===== config.mk =====
export PLATFORM = sky130hd
export DESIGN_NAME = viterbi_pmu
export DESIGN_NICKNAME = d
export VERILOG_FILES = /design/src/rtl/viterbi_pmu.sv
export SDC_FILE = /design/constraint.sdc
export NUM_CORES = 1
export LEC_CHECK = 0
export BUFFER_PORTS_ARGS = -buffer_cell sky130_fd_sc_hd__buf_2
export CORE_MARGIN = 4
export CORE_UTILIZATION = 50
export DETAILED_ROUTE_END_ITERATION = 6
export PLACE_DENSITY = 0.75
export SETUP_SLACK_MARGIN = 0.05
export SYNTH_ARGS = -nofsm -noshare
export SYNTH_HDL_FRONTEND = slang
export SYNTH_SLANG_ARGS = --single-unit
export TNS_END_PERCENT = 100

===== constraint.sdc =====
create_clock -name clk -period 10.4 [get_ports clk]
set_input_delay 2.6 -clock clk [delete_from_list [all_inputs] [get_ports clk]]
set_output_delay 2.6 -clock clk [all_outputs]
set_load 0.005 [all_outputs]

===== src/rtl/viterbi_pmu.sv =====
// Path-metric unit for a K=3, rate-1/2 Viterbi decoder. Four parallel ACS
// lanes feed a same-cycle min-normalisation and best-state search.

module viterbi_acs (
    input  logic [3:0] pm_p0,
    input  logic [3:0] pm_p1,
    input  logic [1:0] bm_p0,
    input  logic [1:0] bm_p1,
    output logic [3:0] metric,
    output logic       dec
);
    localparam logic [3:0] INF = 4'hF;

    logic [4:0] sum0, sum1;
    logic [3:0] c0, c1;

    // A sum of exactly 15 already reads as INF, so only >15 needs clamping.
    always_comb begin
        sum0   = {1'b0, pm_p0} + {3'b000, bm_p0};
        sum1   = {1'b0, pm_p1} + {3'b000, bm_p1};
        c0     = (pm_p0 == INF || sum0 > 5'd15) ? INF : sum0[3:0];
        c1     = (pm_p1 == INF || sum1 > 5'd15) ? INF : sum1[3:0];
        dec    = (c1 < c0);
        metric = dec ? c1 : c0;
    end
endmodule

module viterbi_pmu (
    input  logic        clk,
    input  logic        rst_n,
    input  logic        start,
    input  logic        in_valid,
    input  logic [1:0]  bm0,
    input  logic [1:0]  bm1,
    input  logic [1:0]  bm2,
    input  logic [1:0]  bm3,
    output logic [15:0] pm,
    output logic [3:0]  decisions,
    output logic        out_valid,
    output logic [1:0]  best_state
);
    localparam int NUM_LANES = 4;
    localparam int VEC_W     = 4;
    localparam logic [VEC_W-1:0] INF = '1;
    localparam logic [NUM_LANES-1:0][VEC_W-1:0] PM_INIT = 16'hFFF0;
    // Branch-metric index per next state for the p0 / p1 predecessor.
    localparam logic [NUM_LANES-1:0][1:0] BM_SEL_P0 = {2'd1, 2'd3, 2'd2, 2'd0};
    localparam logic [NUM_LANES-1:0][1:0] BM_SEL_P1 = {2'd2, 2'd0, 2'd1, 2'd3};

    logic [NUM_LANES-1:0][VEC_W-1:0] pm_q, src_pm, raw, norm;
    logic [NUM_LANES-1:0][1:0]       bm_vec;
    logic [NUM_LANES-1:0]            dec_raw, dec_q;
    logic [VEC_W-1:0]                raw_min, norm_min;
    logic [1:0]                      best_nxt, best_q;
    logic                            vld_q;

    assign bm_vec = {bm3, bm2, bm1, bm0};
    assign src_pm = start ? PM_INIT : pm_q;

    generate
        for (genvar ns = 0; ns < NUM_LANES; ns++) begin : g_acs
            localparam int P0 = (ns % 2) * 2;
            viterbi_acs u_acs (
                .pm_p0  (src_pm[P0]),
                .pm_p1  (src_pm[P0+1]),
                .bm_p0  (bm_vec[BM_SEL_P0[ns]]),
                .bm_p1  (bm_vec[BM_SEL_P1[ns]]),
                .metric (raw[ns]),
                .dec    (dec_raw[ns])
            );
        end
    endgenerate

    // Strict '<' in the search keeps the lowest index on a tie; all-INF gives 0.
    always_comb begin
        raw_min = INF;
        for (int i = 0; i < NUM_LANES; i++)
            if (raw[i] < raw_min) raw_min = raw[i];
        for (int i = 0; i < NUM_LANES; i++)
            norm[i] = (raw[i] == INF) ? INF : raw[i] - raw_min;
        norm_min = INF;
        best_nxt = '0;
        for (int i = 0; i < NUM_LANES; i++)
            if (norm[i] < norm_min) begin
                norm_min = norm[i];
                best_nxt = 2'(i);
            end
    end

    always_ff @(posedge clk or negedge rst_n) begin
        if (!rst_n) begin
            pm_q   <= PM_INIT;
            dec_q  <= '0;
            best_q <= '0;
            vld_q  <= 1'b0;
        end else begin
            vld_q <= in_valid;
            if (in_valid) begin
                pm_q   <= norm;
                dec_q  <= dec_raw;
                best_q <= best_nxt;
            end else if (start) begin
                pm_q   <= PM_INIT;
                dec_q  <= '0;
                best_q <= '0;
            end
        end
    end

    assign pm         = pm_q;
    assign decisions  = dec_q;
    assign best_state = best_q;
    assign out_valid  = vld_q;
endmodule


=== Yosys cells after proc, flatten, opt, wreduce, memory -nomap -nowiden ===
Index checks and enable logic that the tools add are counted.

* Bits in writable memories: 0
* Memory bits (read-only): 0
* Output and inout bits: 23
* Bits of input ports: 12
* Logic and storage cells: 88
* Bits in registers: 23
* Latch bits: 0
* Memories: 0

* Magnitude comparators: 20
* Bitwise operators: 0
* Reductions and logical operators: 9
* Div/mod/pow operators: 0
* Multiply operators: 0
* $add $sub $neg: 12
* Equal/unequal tests: 8
* Shifts and indexed selects: 0
* Muxes and demuxes: 32

{| class="wikitable"
|+ Operator list
! operator !! number
|-
| 4-bit two-way mux || 25
|-
| 4-bit by 2-bit adder with 5-bit output || 8
|-
| 5-bit by 4-bit > comparator with 1-bit output, second input constant || 8
|-
| 4-bit < comparator || 10
|-
| 4-bit == test, second input constant || 8
|-
| 16-bit two-way mux || 2
|-
| 4-bit subtractor || 4
|-
| 1-bit logical OR || 8
|-
| 4-bit < comparator, second input constant || 2
|-
| 2-bit two-way mux || 4
|-
| 2-bit nonzero test || 1
|-
| 1-bit two-way mux || 1
|}

=== Longest topological paths before layout ===
Gate-level depths: netlist of the first run.

* Depth after elaboration: 26
* Depth in mapped cells: 66
* Depth with buffers taken out: 62

=== Hierarchy ===
From an unflattened synthesis of the first run, not the netlist that was laid out.

* Cell total of the unflattened synthesis: 489
* Area total of the unflattened synthesis: 4,068.9 µm²

{| class="wikitable"
|+ Modules (own cells, without submodules)
! module !! cells an instance !! seq. area each (µm²) !! times used !! area an instance (µm²)
|-
| viterbi_pmu || 269 || 590.6 || 1 || 2,392.3
|-
| viterbi_acs || 55 || 0.0 || 4 || 419.2
|}

=== Worst setup path before layout of the first run ===
No wires, ideal clock.

* Path kind: input port to flip-flop
* Start point: input port start
* End point: register best_q[0] (netlist: best_state[0])
* Cell stages on the path: 61
* Setup slack: -3.200 ns
* Setup time: 0.126 ns
* Required time: 10.274 ns
* Arrival time: 13.474 ns
* Path buffers: 5
* Cell sequence: buf_4 > buf_2 > buf_2 > clkbuf_1 > or2_2 > ha_1 > inv_1 > fa_1 > a21bo_2 > nor2_1 > a41oi_1 > ha_1 > a21oi_1 > nand2_1 > a211oi_1 > a211o_1 > or2_1 > buf_2 > [25 not listed] > inv_1 > a31oi_2 > o21ai_2 > mux2_4 > ha_1 > o21ai_0 > nand2b_1 > a21oi_1 > inv_1 > o2111ai_2 > nand3_2 > mux2_4 > ha_1 > o21ai_0 > nand2b_1 > a21oi_1 > a31o_1 > a221o_1

* Cells in the longest elaborated chain, start to end: 26
* Elaborated cells on any way between the ends: 77
* Those cells by class: 12 x add/sub; 20 x order compare; 8 x eq/ne; 28 x mux; 9 x reduce/logical

{| class="wikitable"
|+ RTL lines
! what !! line !! RTL
|-
| start: declaration || 31 || <nowiki>input logic start,</nowiki>
|-
| 16-bit two-way mux || - ||
|-
| 4-bit by 2-bit adder with 5-bit output (on tied branches) || 20, 19 ||
|-
| 5-bit by 4-bit > comparator with 1-bit output (on tied branches) || 22, 21 ||
|-
| 1-bit logical OR (on tied branches) || 22, 21 ||
|-
| 4-bit two-way mux (on tied branches) || 22, 21 ||
|-
| 4-bit < comparator || 23 || <nowiki>dec = (c1 < c0);</nowiki>
|-
| 4-bit two-way mux || 24 || <nowiki>metric = dec ? c1 : c0;</nowiki>
|-
| 4-bit < comparator || 78 || <nowiki>if (raw[i] < raw_min) raw_min = raw[i];</nowiki>
|-
| [10 not listed] || - ||
|-
| 4-bit two-way mux || 84 || <nowiki>if (norm[i] < norm_min) begin</nowiki>
|-
| 4-bit < comparator || 84 ||
|-
| 4-bit two-way mux || 84 ||
|-
| 4-bit < comparator || 84 ||
|-
| 4-bit two-way mux || 84 ||
|-
| 4-bit < comparator || 84 ||
|-
| 2-bit two-way mux || 84 ||
|-
| 2-bit two-way mux || 98 || <nowiki>if (in_valid) begin</nowiki>
|-
| end signal: assignment || 101 || <nowiki>best_q <= best_nxt;</nowiki>
|-
| end: declaration || 54 || <nowiki>logic [1:0] best_nxt, best_q;</nowiki>
|}

Several ways; a longest one is shown, not always the timed one.
A chain may end at the register's enable or synchronous reset.

=== Worst setup path in the final report of the first run ===
Ends and elaborated chain as after synthesis.

==> flow_summary_export.csv, run 1 <==
group,metric,value,unit
floorplanning,placementRows,33,
synth,synth-edff-count,0,
layout,layout.filler_cells,351,
synth,netlist_top_cells_area,"sky130_fd_sc_hd__ha_1 (20%), sky130_fd_sc_hd__dfstp_2 (7.5%), sky130_fd_sc_hd__dfrtp_1 (6.5%)",
timing,slew_violations,0,
setup_path,crit_path_top_delay_cell,"sky130_fd_sc_hd__nor4_2",
synth,yosysSeqAreaShare,0.140,
synth,ys.warnings.count,0,
timing,achievable-frequency,77.1,MHz
timing,rsz0062_at_grt,"true",
grt,grt_util_met3,0.0673,
floorplanning,starting_utilization_of_the_core_area,0.512,
synth,async_flop_share,1.00,
setup_path,worst-r2r-cell-count,59,
synth,synth_nets,605,
grt,via_count_of_the_first_global_routing_pass,5722,
floorplanning,floorplan.core_area,8220,µm²
setup_path,timing.critical_path.from_type,"input pin",
grt,wire_length_of_the_first_global_routing_pass,29300,µm
route,first_iter_violations,759,
clocking,tritoncts.num_buffers,3,
timing,hold_slack,0.503,ns
layout,area_growth_syn_to_layout,68.2,%
synth,post-synth-top-count-cell,"sky130_fd_sc_hd__ha_1",
setup_path,worst-endpoint-required,10.60,ns
setup_path,crit_fanout,5,
synth,synthDominantAreaCellType,"sky130_fd_sc_hd__ha_1",
clocking,cts_tree,"done",
hold_path,min_path_type,"flip-flop to flip-flop",
clocking,holdBufCountCts,0,
synth,post_synth_instance_area,4210,µm²
clocking,maximum_buffer_depth_of_the_clock_tree,2,
synth,number_of_synthesized_register_bits,23,
timing,relSlewSlack,0.195,
timing,timing.final.ws_setup,-2.57,ns
timing,fin_skew,0.0233,ns
timing,total_setup_violations_reported_at_the_end_of_the_flow,2,
run,maxCapViolations,0,
route,final_antenna_net_count,0,
synth,synthFlopType,"sky130_fd_sc_hd__dfstp_2",
timing,timing_worst_slew_pin_value,1.20,ns
setup_path,reg2reg_setup_slack,-0.77,ns
route,drt_wl_total,21300,µm
clocking,cts.sink_count,23,
grt,gr_util_met2,0.658,
clocking,clk_pin_slew_worst_paths,0.12,ns
synth,synth_area_per_cell,8.14,µm²
outcome,outcome,"finished with violations",
setup_path,worst-setup-path-type,"input pin to flip-flop",
place,port_buffers,34,
setup_path,crit_path_end_kind,"flip-flop",
synth,synth_top_cells_by_count,"sky130_fd_sc_hd__ha_1 (66), sky130_fd_sc_hd__inv_1 (62), sky130_fd_sc_hd__a21oi_1 (53), sky130_fd_sc_hd__nor2_1 (44), sky130_fd_sc_hd__nand2_1 (37)",
grt,overflow,0,
grt,grt_most_used_layer,"met2",
route,firstDrtPassIters,6,
timing,finalWorstPathRequiredPeriod,12.97,ns
route,drc,0,
synth,synthesis.instances,517,
floorplanning,die-area,9950,µm²
setup_path,cp_slowest_stage_delay,0.47,ns
synth,synth_largest_type_area_fraction,0.196,
grt,grtUsageTotal,0.375,
floorplanning,io_pins,35,
clocking,cts-root-buf,"sky130_fd_sc_hd__clkbuf_8",
layout,antenna_cells_inserted,0,
grt,largest_net_degree_at_the_start_of_global_routing,33,
clocking,htree_levels,1,
grt,antenna_found_initial,0,
place,gp_routability_congestion,0.940,
layout,fin_nets,885,
route,drt-wirelength-per-cell,23.7,µm
outcome,violations_in_the_final_reports,"setup timing",
clocking,worstSkewPairLatency,0.30,ns
floorplanning,floorplan.die.height,99.8,µm
synth,ys_types,83,
place,place_hpwl,11800,µm
floorplanning,die_width,99.8,µm
timing,timing.final.crit_share,1.25,
route,vias_per_cell,6.43,
layout,drive_gt1_frac,0.550,
route,num_vias,5795,
timing,timing_hold_violations_final,0,
grt,grtUsageMet1,0.427,
setup_path,arrival,13.16,ns
hold_path,holdPathStages,2,
[critical path, delay by kind of cell]
kind            cells  cell delay [ns]
buf+inv             9             0.85
xor+xnor            1             0.21
mux                 5             1.50
compound gates     21             3.53
simple gates       12             1.77
fa+ha+maj          10             2.70
[cell usage in the layout (no fill, tap or decap), drive strengths merged, types with 5 or more instances in the layout]
cell type,netlist,final
a211oi,7,7
a21boi,5,5
a21o,12,12
a21oi,57,57
a31oi,15,15
and2,5,5
buf,7,287
dfrtp,11,11
dfstp,12,12
fa,10,10
ha,66,66
inv,64,64
mux2i,13,13
nand2,37,37
nand2b,5,5
nor2,44,44
nor2b,10,10
nor3,10,10
nor3b,5,5
o21a,6,6
o21ai,22,22
or2,10,10
xnor2,10,10
xor2,5,5
[path summary, 6_finish.rpt]
path	endpoint	start
hold / removal	decisions[3]	decisions[3]
setup / recovery	best_state[0]	start
hold reg to reg	decisions[3]	decisions[3]
min in group asynchronous	decisions[3]	rst_n
max in group asynchronous	decisions[1]	rst_n
setup reg to reg	best_state[0]	pm[12]
[area by class of cell]
type / instances / area, µm² / share of cell area
Multi-Input combinational cell: 416 / 3920 / 0.553
Timing Repair Buffer: 288 / 2150 / 0.303
Sequential cell: 23 / 591 / 0.0834
Inverter: 65 / 246 / 0.0348
Tap cell: 105 / 131 / 0.0186
Clock buffer: 3 / 41.3 / 0.00583
Clock inverter: 1 / 7.51 / 0.00106
[logic make-up after synthesis]
family                     share of synthesized area
buffers and inverters                         0.0752
and+or+nand+nor                                0.172
AOI/OAI and AO/OA                              0.289
xor gates and xnor gates                      0.0312
adders and majority gates                      0.248
muxes                                         0.0443
DFF                                            0.140
[metal layers]
metal | up-vias | wire length (µm)
li1 | 2398 | -
met1 | 2727 | 7520
met2 | 491 | 9740
met3 | 179 | 2210
met4 | 0 | 1860
met5 | - | 0
[stage by stage]
step / setup slack (ns) / cells / utilization / setup TNS, ns / instance area [µm²]
finish: -2.57 / 901 / 0.862 / -5.09 / 7080
global route: -2.86 / 901 / 0.862 / -5.67 / 7080
CTS: -1.82 / 890 / 0.823 / -3.59 / 6760
detailed placement: -2.80 / 809 / 0.717 / -5.46 / 5890
global placement: -2.27 / 809 / 0.717 / -4.40 / 5890
floorplan: -2.26 / 517 / - / -4.33 / 4440
[flip-flops by register name, indices dropped and copies added (netlist names)]
signal      cells
best_state      2
decisions       4
pm             16
out_valid       1
[timing repair]
item | in CTS | in global routing
setup buffers | 76 | 13
gates cloned | 1 | 0
gates resized for setup | 49 | 45
pin swaps | 41 | 31
setup endpoints to repair | 2 | 2
Power of run 1 is left out: the tool's default activity adds up to more than one toggle a clock period on the data nets, which glitch-free logic cannot reach.
==> run 2: changes to the inputs <==
--- a/config.mk
+++ b/config.mk
@@ -6,10 +6,12 @@
 export NUM_CORES = 1
 export LEC_CHECK = 0
 export BUFFER_PORTS_ARGS = -buffer_cell sky130_fd_sc_hd__buf_2
+export CAP_MARGIN = 10
 export CORE_MARGIN = 4
 export CORE_UTILIZATION = 50
 export DETAILED_ROUTE_END_ITERATION = 6
 export PLACE_DENSITY = 0.75
+export RECOVER_POWER = 25
 export SETUP_SLACK_MARGIN = 0.05
 export SYNTH_ARGS = -nofsm -noshare
 export SYNTH_HDL_FRONTEND = slang
==> flow_summary_export.csv, run 2 (synthesized netlist as in run 1, its figures left out) <==
group,metric,value,unit
route,firstDrtPassIters,7,
clocking,clk_pin_slew_worst_paths,0.12,ns
clocking,cts-root-buf,"sky130_fd_sc_hd__clkbuf_8",
layout,layout.filler_cells,352,
route,routed.top_layer,"met4",
layout,fin_nets,885,
setup_path,reg2reg_setup_slack,-0.74,ns
grt,overflow,0,
setup_path,cp_slowest_stage_delay,0.45,ns
outcome,outcome,"finished with violations",
hold_path,min_path_type,"flip-flop to flip-flop",
floorplanning,die-area,9950,µm²
hold_path,holdPathStages,2,
setup_path,arrival,13.17,ns
grt,antenna_found_initial,0,
layout,mostFrequentLayoutCells,"sky130_fd_sc_hd__buf_4 (250), sky130_fd_sc_hd__inv_1 (50), sky130_fd_sc_hd__ha_1 (46)",
layout,area_growth_syn_to_layout,68.2,%
timing,fin_setup_tns,-5.11,ns
setup_path,path_depth,58,
grt,wire_length_of_the_first_global_routing_pass,29300,µm
clocking,maximum_buffer_depth_of_the_clock_tree,2,
grt,largest_net_degree_at_the_start_of_global_routing,33,
route,met3_length,2210,µm
setup_path,critical_path.n_buffers_inverters,9,
timing,timing.final.crit_share,1.25,
setup_path,crit_path_end_kind,"flip-flop",
place,place_hpwl,11800,µm
place,port_buffers,34,
setup_path,crit-reg2reg-capture,"best_state[0]",
layout,most_common_cell_after_layout_fill_and_taps_aside,"sky130_fd_sc_hd__buf_4",
route,drt_wl_total,21400,µm
route,met2RoutedLength,9870,µm
run,maxCapViolations,1,
layout,largest_register_ffs,16,
layout,drive_gt1_frac,0.549,
grt,grtUsageTotal,0.375,
timing,relSlewSlack,0.000961,
clocking,htree_levels,1,
grt,via_count_of_the_first_global_routing_pass,5722,
place,gp_routability_congestion,0.940,
timing,slew_violations,0,
clocking,holdBufCountCts,0,
setup_path,worst-endpoint-required,10.60,ns
route,first_iter_violations,681,
setup_path,cpLargestDelayFamily,"compound AO/OA/AOI/OAI gates",
timing,rsz0062_at_grt,"true",
setup_path,crit_fanout,5,
timing,achievable-frequency,77.1,MHz
timing,timing_worst_slew_pin_value,1.50,ns
clocking,cts_tree,"done",
hold_path,timing.hold.worst.start,"decisions[1]",
timing,finalWorstPathRequiredPeriod,12.97,ns
setup_path,rr_startpoint,"pm[12]",
floorplanning,floorplan.die.height,99.8,µm
setup_path,crit_path_top_delay_cell,"sky130_fd_sc_hd__nor4_2",
setup_path,worst-setup-path-type,"input pin to flip-flop",
timing,timing_hold_violations_final,0,
route,routedLengthMet1,7470,µm
clocking,tritoncts.num_buffers,3,
route,drc,22,
clocking,worstSkewPairLatency,0.30,ns
timing,hold_slack,0.503,ns
timing,total_setup_violations_reported_at_the_end_of_the_flow,2,
timing,fin_skew,0.0231,ns
route,num_vias,5804,
floorplanning,die_width,99.8,µm
floorplanning,floorplan.core_area,8220,µm²
outcome,violations_in_the_final_reports,"DRC, capacitance limit, setup timing",
route,vias_per_cell,6.44,
setup_path,worst-r2r-cell-count,59,
floorplanning,io_pins,35,
route,drt-wirelength-per-cell,23.8,µm
hold_path,worst_hold_path.endpoint,"decisions[1]",
layout,antenna_cells_inserted,0,
clocking,cts.sink_count,23,
floorplanning,placementRows,33,
setup_path,timing.critical_path.from_type,"input pin",
floorplanning,starting_utilization_of_the_core_area,0.512,
timing,timing.final.ws_setup,-2.57,ns
route,final_antenna_net_count,0,
run 2: cell types whose count changed in the layout (fill, tap and decap cells not counted):
cell,before,now
sky130_fd_sc_hd__buf_2,33,32
sky130_fd_sc_hd__clkbuf_1,0,1
run 2: final cells by class:
cell class / instances / area, µm² / area share
clock buffer: 3 / 41.3 / 0.00583
clock inverter: 1 / 7.51 / 0.00106
inverter: 65 / 246 / 0.0348
multi-input combinational: 416 / 3920 / 0.553
sequential: 23 / 591 / 0.0834
tap: 105 / 131 / 0.0186
timing repair buffer: 288 / 2140 / 0.303
run 2: worst max-delay path by stage:
stage	start	endpoint	slack (ns)
2_1_floorplan	start	best_state[0]	-2.26
3_3_place_gp	start	best_state[0]	-2.27
3_5_place_dp	start	best_state[0]	-2.80
4_1_cts	start	best_state[0]	-1.82
5_1_grt	start	best_state[0]	-2.86
6_report	start	best_state[0]	-2.57
run 2: repair_timing:
item	in CTS	in global routing
setup endpoints to repair	2	2
pin swaps	41	31
cloned	1	0
buffers inserted	76	13
resized for setup	49	45
run 2: metal layers:
metal | GRT usage | vias to the layer above
li1 | - | 2397
met5 | 0 | -
met1 | 0.427 | 2736
met2 | 0.658 | 491
met4 | 0.207 | 0
met3 | 0.0673 | 180
run 2: per-stage QoR:
step / setup slack [ns] / util / cells / instance area (µm²)
2_1_floorplan: -2.26 / - / 517 / 4440
3_5_place_dp: -2.80 / 0.717 / 809 / 5890
3_3_place_gp: -2.27 / 0.717 / 809 / 5890
5_1_grt: -2.86 / 0.862 / 901 / 7080
4_1_cts: -1.82 / 0.823 / 890 / 6760
6_report: -2.57 / 0.862 / 901 / 7080
run 2: worst reg2reg max path, delay by kind of cell (launching register included):
kind | cells | cell delay (ns)
AO/OA/AOI/OAI | 20 | 3.14
adder cells (fa/ha/maj) | 11 | 2.96
AND/OR/NAND/NOR | 13 | 1.84
multiplexers | 5 | 1.51
buffers and inverters | 9 | 0.79
flip-flops | 1 | 0.59
XOR/XNOR | 1 | 0.21
Power of run 2 is left out for the same reason.
==> run 3: changes to the inputs <==
--- a/config.mk
+++ b/config.mk
@@ -5,14 +5,15 @@
 export SDC_FILE = /design/constraint.sdc
 export NUM_CORES = 1
 export LEC_CHECK = 0
-export BUFFER_PORTS_ARGS = -buffer_cell sky130_fd_sc_hd__buf_2
 export CAP_MARGIN = 10
 export CORE_MARGIN = 4
 export CORE_UTILIZATION = 50
 export DETAILED_ROUTE_END_ITERATION = 6
-export PLACE_DENSITY = 0.75
+export DONT_BUFFER_PORTS = 1
+export PLACE_DENSITY = 0.72
 export RECOVER_POWER = 25
 export SETUP_SLACK_MARGIN = 0.05
+export SLEW_MARGIN = 0
 export SYNTH_ARGS = -nofsm -noshare
 export SYNTH_HDL_FRONTEND = slang
 export SYNTH_SLANG_ARGS = --single-unit
==> flow_summary_export.csv, run 3 (synthesized netlist as in run 1, its figures left out) <==
group,metric,value,unit
outcome,outcome,"finished with violations",
outcome,violations_in_the_final_reports,"setup timing",
floorplanning,io_pins,35,
clocking,cts_tree,"done",
timing,timing_hold_violations_final,0,
grt,antenna_found_initial,0,
layout,finish.utilization,0.809,
setup_path,timing.critical_path.from_type,"input pin",
clocking,cts-root-buf,"sky130_fd_sc_hd__clkbuf_8",
setup_path,path_depth,57,
timing,fin_skew,0.00544,ns
layout,largest_register_ffs,16,
route,drt_wl_total,20100,µm
route,vias_per_cell,6.51,
timing,timing.final.crit_share,1.25,
floorplanning,floorplan.core_area,8220,µm²
timing,timing_worst_slew_pin_value,0.842,ns
place,port_buffers,0,
layout,layout.filler_cells,432,
setup_path,crit_fanout,40,
place,place_hpwl,11400,µm
floorplanning,die-area,9950,µm²
layout,fin_nets,832,
setup_path,worst-setup-path-type,"input pin to flip-flop",
setup_path,worst-endpoint-required,10.58,ns
setup_path,critPathMostFrequentCell,"sky130_fd_sc_hd__nor2_1",
timing,hold_slack,0.541,ns
layout,mostFrequentLayoutCells,"sky130_fd_sc_hd__buf_4 (234), sky130_fd_sc_hd__inv_1 (51), sky130_fd_sc_hd__ha_1 (46)",
floorplanning,floorplan.die.height,99.8,µm
layout,area_growth_syn_to_layout,57.9,%
grt,overflow,0,
layout,drive_gt1_frac,0.510,
setup_path,rr_startpoint,"pm[8]",
grt,grtUsageTotal,0.343,
floorplanning,starting_utilization_of_the_core_area,0.512,
layout,antenna_cells_inserted,0,
setup_path,crit_start,"start",
route,first_iter_violations,729,
timing,fin_setup_tns,-5.03,ns
floorplanning,die_width,99.8,µm
route,num_vias,5519,
clocking,holdBufCountCts,0,
setup_path,worst-r2r-cell-count,58,
route,drt-wirelength-per-cell,23.7,µm
floorplanning,placementRows,33,
timing,relSlewSlack,0.436,
grt,largest_net_degree_at_the_start_of_global_routing,41,
clocking,maximum_buffer_depth_of_the_clock_tree,2,
route,drc,0,
setup_path,arrival,13.17,ns
clocking,worstSkewPairLatency,0.28,ns
setup_path,crit_path_end_kind,"flip-flop",
setup_path,cpLargestDelayFamily,"compound AO/OA/AOI/OAI gates",
clocking,cts.sink_count,23,
setup_path,crit_path_top_delay_cell,"sky130_fd_sc_hd__a21boi_0",
place,gp_routability_congestion,0.954,
clocking,tritoncts.num_buffers,3,
grt,wire_length_of_the_first_global_routing_pass,26900,µm
timing,slew_violations,0,
grt,via_count_of_the_first_global_routing_pass,5218,
timing,rsz0062_at_grt,"true",
route,firstDrtPassIters,7,
layout,most_common_cell_after_layout_fill_and_taps_aside,"sky130_fd_sc_hd__buf_4",
hold_path,min_path_type,"flip-flop to flip-flop",
hold_path,timing.hold.worst.start,"decisions[2]",
clocking,htree_levels,1,
place,dp_slack,-2.64,ns
timing,total_setup_violations_reported_at_the_end_of_the_flow,2,
timing,achievable-frequency,77.0,MHz
route,final_antenna_net_count,0,
timing,timing.final.ws_setup,-2.59,ns
setup_path,cp_slowest_stage_delay,0.66,ns
timing,finalWorstPathRequiredPeriod,12.99,ns
setup_path,critical_path.n_buffers_inverters,8,
hold_path,holdPathStages,2,
clocking,clk_pin_slew_worst_paths,0.10,ns
run,maxCapViolations,0,
run 3: cell types whose count changed in the layout (fill, tap and decap cells not counted), sizes merged:
cell	previous run	this run
buf	286	235
clkinvlp	1	0
bufbuf	1	0
run 3: final timing paths:
check                                 to  slack (ns)
setup / recovery           best_state[0]       -2.59
setup reg to reg           best_state[0]       -0.80
max in group asynchronous          pm[7]        8.23
min in group asynchronous  best_state[0]        2.00
hold reg to reg             decisions[2]        0.54
hold / removal              decisions[2]        0.54
run 3: layer usage:
metal	wire length, µm	global-route usage	part of all wire	vias up
met5	0	0	0	-
met2	9230	0.587	0.46	511
li1	-	-	-	2290
met4	1920	0.170	0.096	0
met3	2050	0.0435	0.10	203
met1	6920	0.421	0.34	2515
run 3: worst reg2reg max path, delay by kind of cell (launching register included):
family | cells | cell delay (ns)
and+or+nand+nor | 12 | 1.33
DFF | 1 | 0.66
xor gates and xnor gates | 1 | 0.23
buffers and inverters | 10 | 1.03
adders and majority gates | 11 | 2.87
muxes | 6 | 1.66
AOI/OAI and AO/OA | 18 | 3.32
run 3: cell type report:
cell class | count | area (µm²) | area share
well taps | 105 | 131 | 0.0198
clock buffers | 4 | 45.0 | 0.00677
inverters | 65 | 249 | 0.0374
flip-flops and latches | 23 | 591 | 0.0888
multi-input cells | 416 | 3860 | 0.580
repair buffers | 235 | 1780 | 0.267
run 3: metrics by stage:
step / area (µm²) / cells
2_1_floorplan: 4440 / 517
3_3_place_gp: 5610 / 761
3_5_place_dp: 5610 / 761
4_1_cts: 6250 / 830
5_1_grt: 6650 / 848
6_report: 6650 / 848
run 3: repair_timing:
item	CTS	global route
setup buffers	65	20
gates resized for setup	29	54
gates cloned	0	0
pin swaps	32	50
endpoints found under the setup margin	2	2
Power of run 3 is left out for the same reason.
